`src/rtl/avl_arbiter_pkg.sv`:
```
// Shared types for the instruction/data arbiter in front of the single-port Avalon bridge.
package avl_arbiter_pkg;

   typedef enum logic [1:0] {
      ST_IDLE   = 2'd0,
      ST_BUSY_I = 2'd1,
      ST_BUSY_D = 2'd2
   } arb_state_t;

   typedef enum logic {
      GNT_INSTR = 1'b0,
      GNT_DATA  = 1'b1
   } grant_t;

   localparam int unsigned AVL_ADDR_W = 32;
   localparam int unsigned AVL_DATA_W = 32;
   localparam int unsigned AVL_STRB_W = AVL_DATA_W / 8;

   // Buffered data-port request at the default bus widths.
   typedef struct packed {
      logic [AVL_ADDR_W-1:0] addr;
      logic [AVL_DATA_W-1:0] wdata;
      logic [AVL_STRB_W-1:0] wstrb;
   } avl_req_t;

   // On contention the requester that was not served last wins.
   function automatic grant_t pick_grant(input logic pend_i, input logic pend_d,
                                         input grant_t last);
      if (pend_i && pend_d) return (last == GNT_DATA) ? GNT_INSTR : GNT_DATA;
      return pend_d ? GNT_DATA : GNT_INSTR;
   endfunction

endpackage

```
`src/rtl/avl_arbiter_req_buffer.sv`:
```
// One-entry pending request register; a set on the same edge as a clear wins.
module avl_req_buffer #(
   parameter int unsigned W = 32
) (
   input  logic         clock,
   input  logic         reset,
   input  logic         i_set,
   input  logic         i_clr,
   input  logic [W-1:0] i_data,
   output logic         o_pending,
   output logic [W-1:0] o_data
);

   logic         r_pending;
   logic [W-1:0] r_data;

   always_ff @(posedge clock or negedge reset) begin
      if (!reset) begin
         r_pending <= 1'b0;
         r_data    <= '0;
      end else if (i_set) begin
         r_pending <= 1'b1;
         r_data    <= i_data;
      end else if (i_clr) begin
         r_pending <= 1'b0;
      end
   end

   assign o_pending = r_pending;
   assign o_data    = r_data;

endmodule

```
`src/rtl/avl_arbiter.sv`:
```
// Round-robin arbiter sharing one Avalon bridge between instruction fetch and data memory;
// one transaction in flight, response routed to the granted requester only.
module avl_arbiter
   import avl_arbiter_pkg::*;
#(
   parameter int unsigned ADDR_W = AVL_ADDR_W,
   parameter int unsigned DATA_W = AVL_DATA_W
) (
   input  logic                clock,
   input  logic                reset,
   input  logic                i_valid,
   input  logic [ADDR_W-1:0]   i_addr,
   output logic [DATA_W-1:0]   i_rdata,
   output logic                i_ready,
   input  logic                d_valid,
   input  logic [ADDR_W-1:0]   d_addr,
   input  logic [DATA_W-1:0]   d_wdata,
   input  logic [DATA_W/8-1:0] d_wstrb,
   output logic [DATA_W-1:0]   d_rdata,
   output logic                d_ready,
   output logic                avl_valid,
   output logic                avl_instr,
   output logic [ADDR_W-1:0]   avl_addr,
   output logic [DATA_W-1:0]   avl_wdata,
   output logic [DATA_W/8-1:0] avl_wstrb,
   input  logic [DATA_W-1:0]   avl_rdata,
   input  logic                avl_ready
);

   localparam int unsigned STRB_W = DATA_W / 8;

   // Width-parametric counterpart of avl_req_t.
   typedef struct packed {
      logic [ADDR_W-1:0] addr;
      logic [DATA_W-1:0] wdata;
      logic [STRB_W-1:0] wstrb;
   } dreq_t;

   arb_state_t        r_state, w_state_nxt;
   grant_t            r_last_grant, w_last_grant_nxt;
   logic              w_pend_i, w_pend_d;
   logic              w_gnt_i, w_gnt_d;
   logic [ADDR_W-1:0] w_buf_iaddr;
   dreq_t             w_dreq_in, w_buf_dreq;

   logic              r_avl_valid;
   logic              r_avl_instr;
   logic [ADDR_W-1:0] r_avl_addr;
   logic [DATA_W-1:0] r_avl_wdata;
   logic [STRB_W-1:0] r_avl_wstrb;

   assign w_dreq_in = '{addr: d_addr, wdata: d_wdata, wstrb: d_wstrb};

   avl_req_buffer #(.W(ADDR_W)) u_ibuf (
      .clock     (clock),
      .reset     (reset),
      .i_set     (i_valid),
      .i_clr     (w_gnt_i),
      .i_data    (i_addr),
      .o_pending (w_pend_i),
      .o_data    (w_buf_iaddr)
   );

   avl_req_buffer #(.W($bits(dreq_t))) u_dbuf (
      .clock     (clock),
      .reset     (reset),
      .i_set     (d_valid),
      .i_clr     (w_gnt_d),
      .i_data    (w_dreq_in),
      .o_pending (w_pend_d),
      .o_data    (w_buf_dreq)
   );

   always_ff @(posedge clock or negedge reset) begin
      if (!reset) begin
         r_state      <= ST_IDLE;
         r_last_grant <= GNT_DATA;
      end else begin
         r_state      <= w_state_nxt;
         r_last_grant <= w_last_grant_nxt;
      end
   end

   // Arbitration looks only at the pending registers, never at same-cycle valids.
   always_comb begin
      w_state_nxt      = r_state;
      w_last_grant_nxt = r_last_grant;
      w_gnt_i          = 1'b0;
      w_gnt_d          = 1'b0;
      case (r_state)
         ST_IDLE: begin
            if (w_pend_i || w_pend_d) begin
               if (pick_grant(w_pend_i, w_pend_d, r_last_grant) == GNT_INSTR) begin
                  w_gnt_i          = 1'b1;
                  w_state_nxt      = ST_BUSY_I;
                  w_last_grant_nxt = GNT_INSTR;
               end else begin
                  w_gnt_d          = 1'b1;
                  w_state_nxt      = ST_BUSY_D;
                  w_last_grant_nxt = GNT_DATA;
               end
            end
         end
         ST_BUSY_I, ST_BUSY_D: begin
            if (avl_ready) w_state_nxt = ST_IDLE;
         end
         default: w_state_nxt = ST_IDLE;
      endcase
   end

   always_ff @(posedge clock or negedge reset) begin
      if (!reset) begin
         r_avl_valid <= 1'b0;
         r_avl_instr <= 1'b0;
         r_avl_addr  <= '0;
         r_avl_wdata <= '0;
         r_avl_wstrb <= '0;
      end else begin
         r_avl_valid <= w_gnt_i | w_gnt_d;
         if (w_gnt_i) begin
            r_avl_instr <= 1'b1;
            r_avl_addr  <= w_buf_iaddr;
            r_avl_wdata <= '0;
            r_avl_wstrb <= '0;
         end else if (w_gnt_d) begin
            r_avl_instr <= 1'b0;
            r_avl_addr  <= w_buf_dreq.addr;
            r_avl_wdata <= w_buf_dreq.wdata;
            r_avl_wstrb <= w_buf_dreq.wstrb;
         end
      end
   end

   assign avl_valid = r_avl_valid;
   assign avl_instr = r_avl_instr;
   assign avl_addr  = r_avl_addr;
   assign avl_wdata = r_avl_wdata;
   assign avl_wstrb = r_avl_wstrb;

   // A bridge ready seen while IDLE matches no grant and is dropped here.
   assign i_ready = avl_ready && (r_state == ST_BUSY_I);
   assign d_ready = avl_ready && (r_state == ST_BUSY_D);
   assign i_rdata = (r_state == ST_BUSY_I) ? avl_rdata : '0;
   assign d_rdata = (r_state == ST_BUSY_D) ? avl_rdata : '0;

endmodule

```
`config.mk`:
```
export PLATFORM = sky130hd
export DESIGN_NAME = avl_arbiter
export DESIGN_NICKNAME = d
export VERILOG_FILES = /design/src/rtl/avl_arbiter_pkg.sv /design/src/rtl/avl_arbiter_req_buffer.sv /design/src/rtl/avl_arbiter.sv
export SDC_FILE = /design/constraint.sdc
export NUM_CORES = 1
export LEC_CHECK = 0
export ABC_AREA = 1
export CORE_ASPECT_RATIO = 1.75
export CORE_MARGIN = 10
export CORE_UTILIZATION = 40
export DETAILED_ROUTE_END_ITERATION = 12
export PLACE_DENSITY = 0.73
export SLEW_MARGIN = 10
export SYNTH_ARGS = -nofsm -noshare
export SYNTH_HDL_FRONTEND = slang
export SYNTH_HIERARCHICAL = 1
export SYNTH_SLANG_ARGS = --single-unit
```
`constraint.sdc`:
```
create_clock -name clock -period 1.9 [get_ports clock]
set_input_delay 0.38 -clock clock [delete_from_list [all_inputs] [get_ports clock]]
set_output_delay 0.38 -clock clock [all_outputs]
set_load 0.005 [all_outputs]
```
=== Word level (Yosys, flattened, before mapping) ===
Cells that the tools add are included.

* Word-level logic and storage cells: 59
* Output and inout port bits: 136
* Bits of input ports: 137
* Bits in registers: 175

* Reduce and logical (&&, ||, !) cells: 11
* Bitwise operators: 1
* Equality and inequality tests: 4
* Multiplexer cells: 32

{| class="wikitable"
|+ Operators with widths
! operator !! number
|-
| 2-to-1 mux 32 bit || 6
|-
| 2-to-1 mux 1 bit || 20
|-
| 2-to-1 mux 4 bit || 2
|-
| 2-to-1 mux 2 bit || 3
|-
| nonzero test 2 bit || 3
|-
| inequality test 2 bit (second input constant) || 2
|-
| one-hot mux 2 bit (2 select lines) || 1
|-
| AND reduction 2 bit || 2
|-
| logical AND 1 bit || 3
|-
| == test 2 x 1 -> 1 bit (second input constant) || 1
|-
| == test 2 bit (second input constant) || 1
|-
| zero test 2 bit || 1
|-
| OR reduction 2 bit || 1
|-
| logical OR 1 bit || 1
|-
| OR 1 bit || 1
|}

=== Depth between registers and ports, before layout ===
Gate-level depths: netlist (run 1).

* Depth after elaboration: 12
* Gate-level depth with buffers: 9
* Gate-level depth less buffers: 7

=== Modules after synthesis ===
The synthesis (run 1) kept the hierarchy.

{| class="wikitable"
|+ Modules (own cells, without submodules)
! module !! area each (µm²) !! cells an instance !! instances !! seq. area each (µm²)
|-
| avl_arbiter || 3688.5 || 505 || 1 || 1828.0
|-
| avl_req_buffer at u_dbuf || 2615.0 || 292 || 1 || 1726.7
|-
| avl_req_buffer at u_ibuf || 1326.3 || 140 || 1 || 825.8
|}

=== Least setup slack after synthesis (run 1) ===
OpenSTA, ideal clock, no wires.

* Path kind: reg-to-output
* Start: register r_state[0]
* End: output port d_rdata[10]
* Required time: 1520 ps
* Path buffers: 2
* Path slack: 350 ps
* Arrival: 1170 ps
* Stages on the path, launching flop included: 7
* Path through: dfrtp_1 > inv_1 > ha_1 > clkbuf_1 > clkbuf_1 > nand2_1 > inv_1

* Longest elaborated chain between the ends: 2

{| class="wikitable"
|+ Ends and longest elaborated chain
! element !! line !! RTL
|-
| start: declaration || avl_arbiter.sv:39 || <nowiki>arb_state_t r_state, w_state_nxt;</nowiki>
|-
| start signal: assignment || avl_arbiter.sv:79 || <nowiki>r_state <= w_state_nxt;</nowiki>
|-
| == test 2 bit || avl_arbiter.sv:144 || <nowiki>assign d_rdata = (r_state == ST_BUSY_D) ? avl_rdata : '0;</nowiki>
|-
| 2-to-1 mux 32 bit || avl_arbiter.sv:144 ||
|-
| end: declaration || avl_arbiter.sv:19 || <nowiki>output logic [DATA_W-1:0] d_rdata,</nowiki>
|}

No other way between the ends.

=== Worst setup path after layout (run 1) ===
* Start: register r_state[0]
* End: output port i_rdata[10]

* Longest elaborated chain between the ends: 2

{| class="wikitable"
|+ Ends and longest elaborated chain
! element !! line !! RTL
|-
| == test 2 x 1 -> 1 bit || avl_arbiter.sv:143 || <nowiki>assign i_rdata = (r_state == ST_BUSY_I) ? avl_rdata : '0;</nowiki>
|-
| 2-to-1 mux 32 bit || avl_arbiter.sv:143 ||
|-
| end: declaration || avl_arbiter.sv:13 || <nowiki>output logic [DATA_W-1:0] i_rdata,</nowiki>
|}

No other way between the ends.

==> impl_metrics.tcl, run 1 <==
set metrics [dict create \
    grt_first_pass_wirelength_um 40310 \
    top_usage_layer "met2" \
    synthesis_to_layout_area_growth_pct 55.43 \
    ys_seq_elements 175 \
    cts-root-to-sink-buffers 2 \
    num-fill-cells 1490 \
    synth_common_cells "sky130_fd_sc_hd__nand2_1, sky130_fd_sc_hd__dfrtp_1, sky130_fd_sc_hd__inv_1, sky130_fd_sc_hd__nand3_1, sky130_fd_sc_hd__nand4_1" \
    r2r_cells 9 \
    grt_start_max_net_pins 69 \
    violations "setup timing" \
    timing.critical_path.slowest_stage_cell "sky130_fd_sc_hd__dfrtp_1" \
    cts-root-buf "sky130_fd_sc_hd__clkbuf_16" \
    ys_warn_count 6 \
    post_synth_instance_area_sq_um 7630 \
    gr-usage-all-layers 0.1977 \
    finalHoldViolations 0 \
    cellPowerDensity_nw_per_um2 1344 \
    detailedPlace.worstSlack_ps -15.37 \
    floorplan.die.width_um 124.4 \
    num_io_pins 273 \
    clkSinkCount 175 \
    coreArea_sq_um 18660 \
    path_delay_family "buffers and inverters" \
    critical-path-max-stage-delay_ps 400 \
    tritoncts "yes" \
    timing.critical_path.arrival_ps 1780 \
    min_path_type "in -> reg" \
    yosysTopAreaCell "sky130_fd_sc_hd__dfrtp_1" \
    netlist-cell-type-count 22 \
    post_synth_inst_count 937 \
    via_count 7265 \
    post-synth-top-count-cell "sky130_fd_sc_hd__nand2_1" \
    worst-path-buf-inv 6 \
    layout.core_utilization 0.6354 \
    ys.flop_type "sky130_fd_sc_hd__dfrtp_1" \
    drtPass1Iterations 5 \
    numPortBuffers 272 \
    cellLeakagePower_nw 6.393 \
    finalWorstPathRequiredPeriod_ps 2158 \
    edff_count_synth 0 \
    outcome "finished with violations" \
    start_kind "register" \
    grt_remaining_overflow 0 \
    post-route-drc-count 0 \
    tritoncts.num_buffers 17 \
    worst_path_most_repeated_cell "sky130_fd_sc_hd__buf_6" \
    finClkSkew_ps 9.895 \
    antenna_found_initial 1 \
    final_layout_size_suffix_gt1_frac 0.2200 \
    dpl.hpwl_um 17400 \
    htree_levels 4 \
    worst_setup_hold_path_clk_slew_ps 70 \
    worstSkewPairLatency_ps 430 \
    first_global_vias 7197 \
    post-route-worst-setup-slack_ps -258.0 \
    drt_first_iter_violations 454 \
    timing.critical_path.required_ps 1520 \
    detail_route.wl_per_cell_um 18.70 \
    synth_top_cell_area_share 0.5707 \
    met3_usage 0.04591 \
    grt_util_met1 0.2188 \
    fp.dieArea_sq_um 25220 \
    rsz0062_at_grt "yes" \
    crit_chain "buf_6 > ha_4 > buf_16 > buf_12 > buf_6 > nand2_2 > inv_1 > buf_2" \
    drt-vias-per-instance 4.939 \
    worst-path-stages 8 \
    max_freq_mhz 463.4 \
    postSynthNetCount 1077 \
    synth_area_per_cell_sq_um 8.143 \
    chipHeight_um 202.7 \
    final-setup-viol-count 66 \
    min_delay_path_depth 4 \
    place_congestion 0.8315 \
    report.final.slew_viol_count 0 \
    maximum_resistive_drop_on_vdd_v 0.0008940 \
    worstMarginPinSlew_ps 422.2 \
    synth-async-reset-ratio 1.000 \
    finalWirelength_um 27500 \
    drv_cap 0 \
    leading_cell_types_by_total_area_after_synthesis "sky130_fd_sc_hd__dfrtp_1, sky130_fd_sc_hd__nand2_1, sky130_fd_sc_hd__nand3_1" \
    worst_slew_margin_rel 0.7177 \
    placementRows 66 \
    crit_path_end_kind "primary output" \
    grt_util_met2 0.3551 \
    final_nets 1359 \
    initial_core_utilization 0.4088 \
    min_period_over_period 1.136 \
    critPathKind "reg -> out" \
    critical_path_peak_fanout 7 \
    seq_area_frac_synth 0.5741 \
    ant_nets 0 \
]
-- registers in the layout, summed over array words and instances (netlist names) --
name              cells
r_last_grant          1
u_dbuf/o_pending      1
r_state               2
avl_wstrb             4
avl_wdata            32
avl_addr             32
u_dbuf/o_data        68
avl_instr             1
u_ibuf/o_pending      1
u_ibuf/o_data        32
avl_valid             1
-- worst register-to-register path: stages, from the launching register on --
cell,delay [ps]
sky130_fd_sc_hd__dfrtp_1,400
sky130_fd_sc_hd__buf_6,130
sky130_fd_sc_hd__inv_4,50
sky130_fd_sc_hd__buf_4,100
sky130_fd_sc_hd__ha_1,290
sky130_fd_sc_hd__inv_2,100
sky130_fd_sc_hd__nor2_2,160
sky130_fd_sc_hd__buf_12,220
sky130_fd_sc_hd__nand3_1,120
sky130_fd_sc_hd__nand3_1,90
-- repair_timing --
action	in CTS	in global routing
buffers inserted	16	10
setup endpoints to repair	66	66
cloned	5	0
pin swaps	6	15
endpoints found under the hold margin	34	0
gates resized for setup	308	164
hold buffers	1	0
-- layout make-up --
type                       instances  area [sq um]  share of cell area
antenna                            1         2.502           0.0002110
clock buffer                      17         425.4             0.03587
clock inverter                    15         167.7             0.01414
inverter                          75         294.0             0.02479
multi-input combinational        629          2940              0.2479
sequential                       175          4380              0.3694
tap                              238         297.8             0.02511
timing repair buffer             321          3351              0.2825
-- where the power goes --
part,leakage [nW],internal [mW],switching (mW)
registers,2.17,4.59,0.497
logic,3.93,3.53,3.86
clock network,0.288,1.77,1.69
-- cells in the final DEF, fill, tap and decap left out, drive strengths merged --
master,netlist,routed
o21ai,3,3
inv,75,83
ha,3,3
clkbuf,20,19
dfrtp,174,174
dlygate4sd3,0,1
clkinv,0,6
nand2,521,521
clkdlybuf4s50,0,204
nor2,4,4
diode,0,1
buf,38,114
nand4,32,32
nand3,66,66
clkinvlp,0,1
dfstp,1,1
-- layer usage --
metal / up-vias / routed length [um]
met3: 61 / 1529
met5: - / 0
li1: 3422 / -
met2: 286 / 14790
met1: 3496 / 10170
met4: 0 / 1014
-- kinds of logic (layout without fill, tap and decap cells) --
group | count (synthesis) | in the layout | share of synthesized area
DFF | 175 | 175 | 0.5741
buffers and inverters | 133 | 428 | 0.08675
other | 0 | 1 | 0
and+or+nand+nor | 623 | 623 | 0.3317
AOI/OAI and AO/OA | 3 | 3 | 0.002460
adders and majority gates | 3 | 3 | 0.004920
-- final timing paths --
check	slack (ps)	from	to
hold reg to reg	470	u_dbuf/o_data[13]$_DFFE_PN0P_	avl_wdata[9]$_DFFE_PN0P_
min in group asynchronous	430	reset	u_dbuf/o_data[48]$_DFFE_PN0P_
hold / removal	400	d_valid	u_dbuf/o_data[3]$_DFFE_PN0P_
max in group asynchronous	820	reset	avl_wdata[17]$_DFFE_PN0P_
setup / recovery	-260	r_state[0]$_DFFE_PN0P_	i_rdata[10]
setup reg to reg	180	r_state[0]$_DFFE_PN0P_	avl_addr[26]$_DFFE_PN0P_
-- through the flow --
step	hold WS [ps]	instance area [sq um]	power [mW]	setup TNS, ps	std cells
4_1_cts	395.5	11430	15.41	-7824	1463
3_5_place_dp	311.7	10580	11.33	-24.55	1409
6_report	400.5	11860	15.94	-8909	1471
3_3_place_gp	310.4	10580	11.23	0	1409
5_1_grt	416.2	11860	16.85	-12110	1471
2_1_floorplan	84.41	7630	7.903	0	937
Note: power is estimated with default switching activity, not from simulation.
==> run 2: changes to the inputs <==
Clock period 1.9 ns to 2 ns, I/O delays scaled along.
==> run 2 against run 1 <==
Against the previous run: the flow still finishes with violations (setup timing); worst setup slack gained 240 ps; sequential share of layout area grew 1.8 points; highest routed layer is now met5; via count fell by 3.2%; critical path depth fell by 1; count of clock-buffer cells in the layout unchanged; global-route usage shrank 0.38 points.
==> impl_metrics.tcl, run 2 (same netlist as run 1, synthesis figures left out) <==
set metrics [dict create \
    tritoncts.num_buffers 17 \
    cts-root-buf "sky130_fd_sc_hd__clkbuf_16" \
    layout_commonest_cell "sky130_fd_sc_hd__nand2_1" \
    gr-usage-all-layers 0.1939 \
    outcome "finished with violations" \
    violations "setup timing" \
    timing.critical_path.required_ps 1600 \
    rsz0062_at_grt "yes" \
    ant_nets 0 \
    worst-path-buf-inv 5 \
    grt_first_pass_wirelength_um 39780 \
    synthesis_to_layout_area_growth_pct 48.38 \
    initial_core_utilization 0.4088 \
    grt_start_max_net_pins 69 \
    critical_path_peak_fanout 10 \
    final-seq-area_sq_um 4380 \
    max_freq_mhz 496.1 \
    fin_worst_hold_slack_ps 411.4 \
    fp.dieArea_sq_um 25220 \
    post-route-drc-count 0 \
    fin_total_pwr_mw 14.22 \
    drtPass1Iterations 6 \
    finalWorstPathRequiredPeriod_ps 2016 \
    path_delay_family "buffers and inverters" \
    cellPowerDensity_nw_per_um2 1256 \
    min_period_over_period 1.008 \
    finClkSkew_ps 18.72 \
    crit_chain "buf_6 > ha_4 > buf_12 > buf_6 > nand2_2 > inv_1 > buf_6" \
    placed_area_sq_um 10590 \
    final_nets 1348 \
    timing.critical_path.arrival_ps 1620 \
    finalHoldViolations 0 \
    numPortBuffers 272 \
    chipHeight_um 202.7 \
    detailedPlace.worstSlack_ps 64.71 \
    post-route-worst-setup-slack_ps -15.53 \
    crit_path_end_kind "primary output" \
    design_area_sq_um 11320 \
    maximum_resistive_drop_on_vdd_v 0.0007114 \
    report.final.slew_viol_count 0 \
    worstMarginPinSlew_ps 431.9 \
    final_layout_size_suffix_gt1_frac 0.1679 \
    worst_setup_hold_path_clk_slew_ps 80 \
    dpl.hpwl_um 17390 \
    tritoncts "yes" \
    min_path_type "in -> async" \
    drv_cap 0 \
    place_congestion 0.8512 \
    final-setup-viol-count 9 \
    grt_util_met2 0.3517 \
    cts-root-to-sink-buffers 2 \
    placementRows 66 \
    htree_levels 4 \
    grt_remaining_overflow 0 \
    drt_first_iter_violations 372 \
    detail_route.wl_per_cell_um 17.29 \
    totalNegativeSetupSlack_ps -65.03 \
    num_io_pins 273 \
    cellLeakagePower_nw 6.123 \
    largest_register_ffs 68 \
    grt_util_met1 0.2163 \
    finalWirelength_um 25250 \
    worstSkewPairLatency_ps 430 \
    finish.cell_count_without_fillers 1460 \
    layout.core_utilization 0.6066 \
    drt-vias-per-instance 4.816 \
    met3_usage 0.04251 \
    timing.critical_path.slowest_stage_cell "sky130_fd_sc_hd__dfrtp_1" \
    critical-path-max-stage-delay_ps 400 \
    layout_common_cells "sky130_fd_sc_hd__nand2_1, sky130_fd_sc_hd__clkdlybuf4s50_1, sky130_fd_sc_hd__dfrtp_1" \
    clkSinkCount 175 \
    start_kind "register" \
    floorplan.die.width_um 124.4 \
    worst_path_most_repeated_cell "sky130_fd_sc_hd__buf_6" \
    placed_insts 1411 \
    first_global_vias 7175 \
    via_count 7032 \
    critPathKind "reg -> out" \
    coreArea_sq_um 18660 \
    top_usage_layer "met2" \
    num-fill-cells 1660 \
    worst_slew_margin_rel 0.7120 \
    area_of_the_multi_input_gates_sq_um 2740 \
    antenna_found_initial 2 \
]
==> run 2: cell type report <==
cell class,count,share of cell area
inverter,75,0.02597
sequential,175,0.3869
tap,238,0.02630
multi-input combinational,629,0.2420
timing repair buffer,310,0.2685
clock buffer,17,0.03758
clock inverter,15,0.01249
antenna,1,0.0002210
==> run 2: path summary, 6_finish.rpt <==
path / startpoint / end / slack, ps / cells after the start
setup / recovery: r_state[0]$_DFFE_PN0P_ / i_rdata[19] / -20 / 7
hold / removal: reset / u_ibuf/o_data[16]$_DFFE_PN0P_ / 410 / 2
setup reg to reg: r_state[0]$_DFFE_PN0P_ / u_dbuf/o_pending$_DFFE_PN0P_ / 230 / 10
hold reg to reg: u_dbuf/o_data[22]$_DFFE_PN0P_ / u_dbuf/o_data[22]$_DFFE_PN0P_ / 470 / 2
max in group asynchronous: reset / avl_wstrb[2]$_DFFE_PN0P_ / 950 / 3
min in group clock: d_valid / u_dbuf/o_pending$_DFFE_PN0P_ / 450 / 3
==> run 2: power breakdown <==
group          leakage (nW)  internal (mW)  switching, mW
clock network         0.271           1.65           1.52
registers              2.17           4.36          0.502
logic                  3.68           2.92           3.26
total                  6.12           8.93           5.29
==> run 2: what timing repair did <==
action	4_1_cts	5_1_grt
cloned	3	2
setup endpoints to repair	66	66
hold endpoints to repair	25	0
hold buffers	1	0
resized for setup	218	118
pin swaps	0	11
buffers inserted	11	1
==> run 2: metal layers <==
metal  up-vias  part of all wire
li1       3398                 -
met3        27             0.047
met2       222              0.54
met1      3383              0.39
met5         -           0.00051
met4         2             0.019
==> edit, RTL diff (config.mk and constraints of run 1) <==
`AVL_ADDR_W`: 32 -> 16.
--- a/src/rtl/avl_arbiter_pkg.sv
+++ b/src/rtl/avl_arbiter_pkg.sv
@@ -13,5 +13,5 @@
    } grant_t;
 
-   localparam int unsigned AVL_ADDR_W = 32;
+   localparam int unsigned AVL_ADDR_W = 16;
    localparam int unsigned AVL_DATA_W = 32;
    localparam int unsigned AVL_STRB_W = AVL_DATA_W / 8;
Ports: changed (resized avl_addr, d_addr and i_addr); port bits go from 273 to 225. The function was not compared with the original's and may differ.
==> edit against run 1 <==
- the run still ends with setup timing left
- synthesized area is 25% lower
- hold slack better by 0.021 ns
- total power is 17% lower
- sequential cell count is 48 lower
- setup slack better by 0.0099 ns
- global-route usage is 0.075 points higher
- wire length is 26% lower
- design area is 20% lower
- critical path type unchanged
- largest power group unchanged
- highest routed layer unchanged
==> edit: results (changes against run 1) <==
| Metric | Value |
|---|---|
| Clk_skew | `0.0119 ns (+0.00197 ns)` |
| Worst R2R Start | `r_state[1]$_DFFE_PN0P_` |
| Final setup TNS | `-8.62 ns (+0.285 ns)` |
| Syn_nets | `819 (-24%)` |
| Worst slack, placed | `-0.0402 ns (-0.0249 ns)` |
| Failing checks | `setup timing` |
| CP Capture Point | `i_rdata[7]` |
| PnR worst setup slack | `-0.248 ns (+0.00990 ns)` |
| GRT Total Usage | `19.8% (+0.075 points)` |
| Status | `finished, violations left` |
| Vias after detailed routing | `5,422 (-25%)` |
| Fraction of layout instances using a drive strength above 1 | `28.8% (+6.8 points)` |
| Final period utilization | `113% (-0.52 points)` |
| Worst-path fanout max | `8 (+1)` |
| First-pass GRT wire length | `30,100 µm (-25%)` |
| Number of global-route vias before repair | `5,654 (-21%)` |
| Min Hold Slack | `0.421 ns (+0.0205 ns)` |
| Post-synth top cells | `395 x nand2_1, 126 x dfrtp_1, 72 x inv_1` |
| Final setup viols | `62 (-6.1%)` |
| Post-DP HPWL | `13,200 µm (-24%)` |
| Peak supply drop | `0.000870 V (-2.7%)` |
| Most common cell on crit path | `buf_12` |
| FF-to-FF path depth | `10 (+1)` |
| Hold Crit Endpoint | `u_dbuf/o_data[14]$_DFFE_PN0P_` |
| Largest net degree at the start of global routing | `72 (+4.3%)` |
| Setup slack, reg-to-reg | `0.14 ns (-0.04 ns)` |
| Synth Instances | `711 (-24%)` |
| Reg-to-Reg End | `r_state[1]$_DFFE_PN0P_` |
| Initial antenna violation count | `0 (-1)` |
| Static leakage | `5.24 nW (-18%)` |
| Dpl cell area | `8070 µm² (-24%)` |
| Worst Tran Pin Value | `0.463 ns (+0.0405 ns)` |
| Max reg flops | `52 (-24%)` |
-- edit: layout make-up --
| type | instances | area [µm²] |
|---|---|---|
| Multi-Input combinational cell | 469 | 2330 |
| Clock inverter | 15 | 206 |
| Timing Repair Buffer | 266 | 2790 |
| Sequential cell | 127 | 3180 |
| Clock buffer | 17 | 425 |
| Tap cell | 177 | 221 |
| Inverter | 75 | 299 |
| Fill cell | 1088 | 4520 |
-- edit: logic make-up (layout without fill, tap and decap cells) --
group	count (synthesis)	after routing	synth area share, %
compound gates	3	3	0.328
fa+ha+maj	3	3	0.657
buf+inv	115	373	10.7
flops	127	127	55.6
simple gates	463	463	32.7
-- edit: layer usage --
| layer | wire [µm] | up-vias | share of wire (%) | track usage, % |
|---|---|---|---|---|
| li1 | - | 2619 | - | - |
| met1 | 7040 | 2525 | 35 | 20.5 |
| met2 | 10800 | 230 | 53 | 35.1 |
| met3 | 1740 | 48 | 8.6 | 5.96 |
| met4 | 724 | 0 | 3.6 | 9.68 |
| met5 | 0 | - | 0 | 0 |
-- edit: timing repair --
item / CTS / global route
endpoints found under the setup margin: 66 / 94
pin swaps: 26 / 8
resized for setup: 363 / 130
hold buffers: 1 / 0
hold endpoints to repair: 53 / 0
setup buffers: 18 / 4
cloned: 8 / 0
-- edit: power breakdown --
part	leakage, nW	internal, W	switching [W]
clock	0.305	0.00221	0.00125
combinational	3.35	0.00297	0.00302
sequential	1.58	0.00335	0.000385
total	5.24	0.00853	0.00465
-- edit: worst register-to-register path: cells and delay by family (launching register included) --
family / cells / cell delay, ns
buffers and inverters: 6 / 0.73
flip-flops: 1 / 0.40
AND/OR/NAND/NOR: 3 / 0.30
adder cells (fa/ha/maj): 1 / 0.27
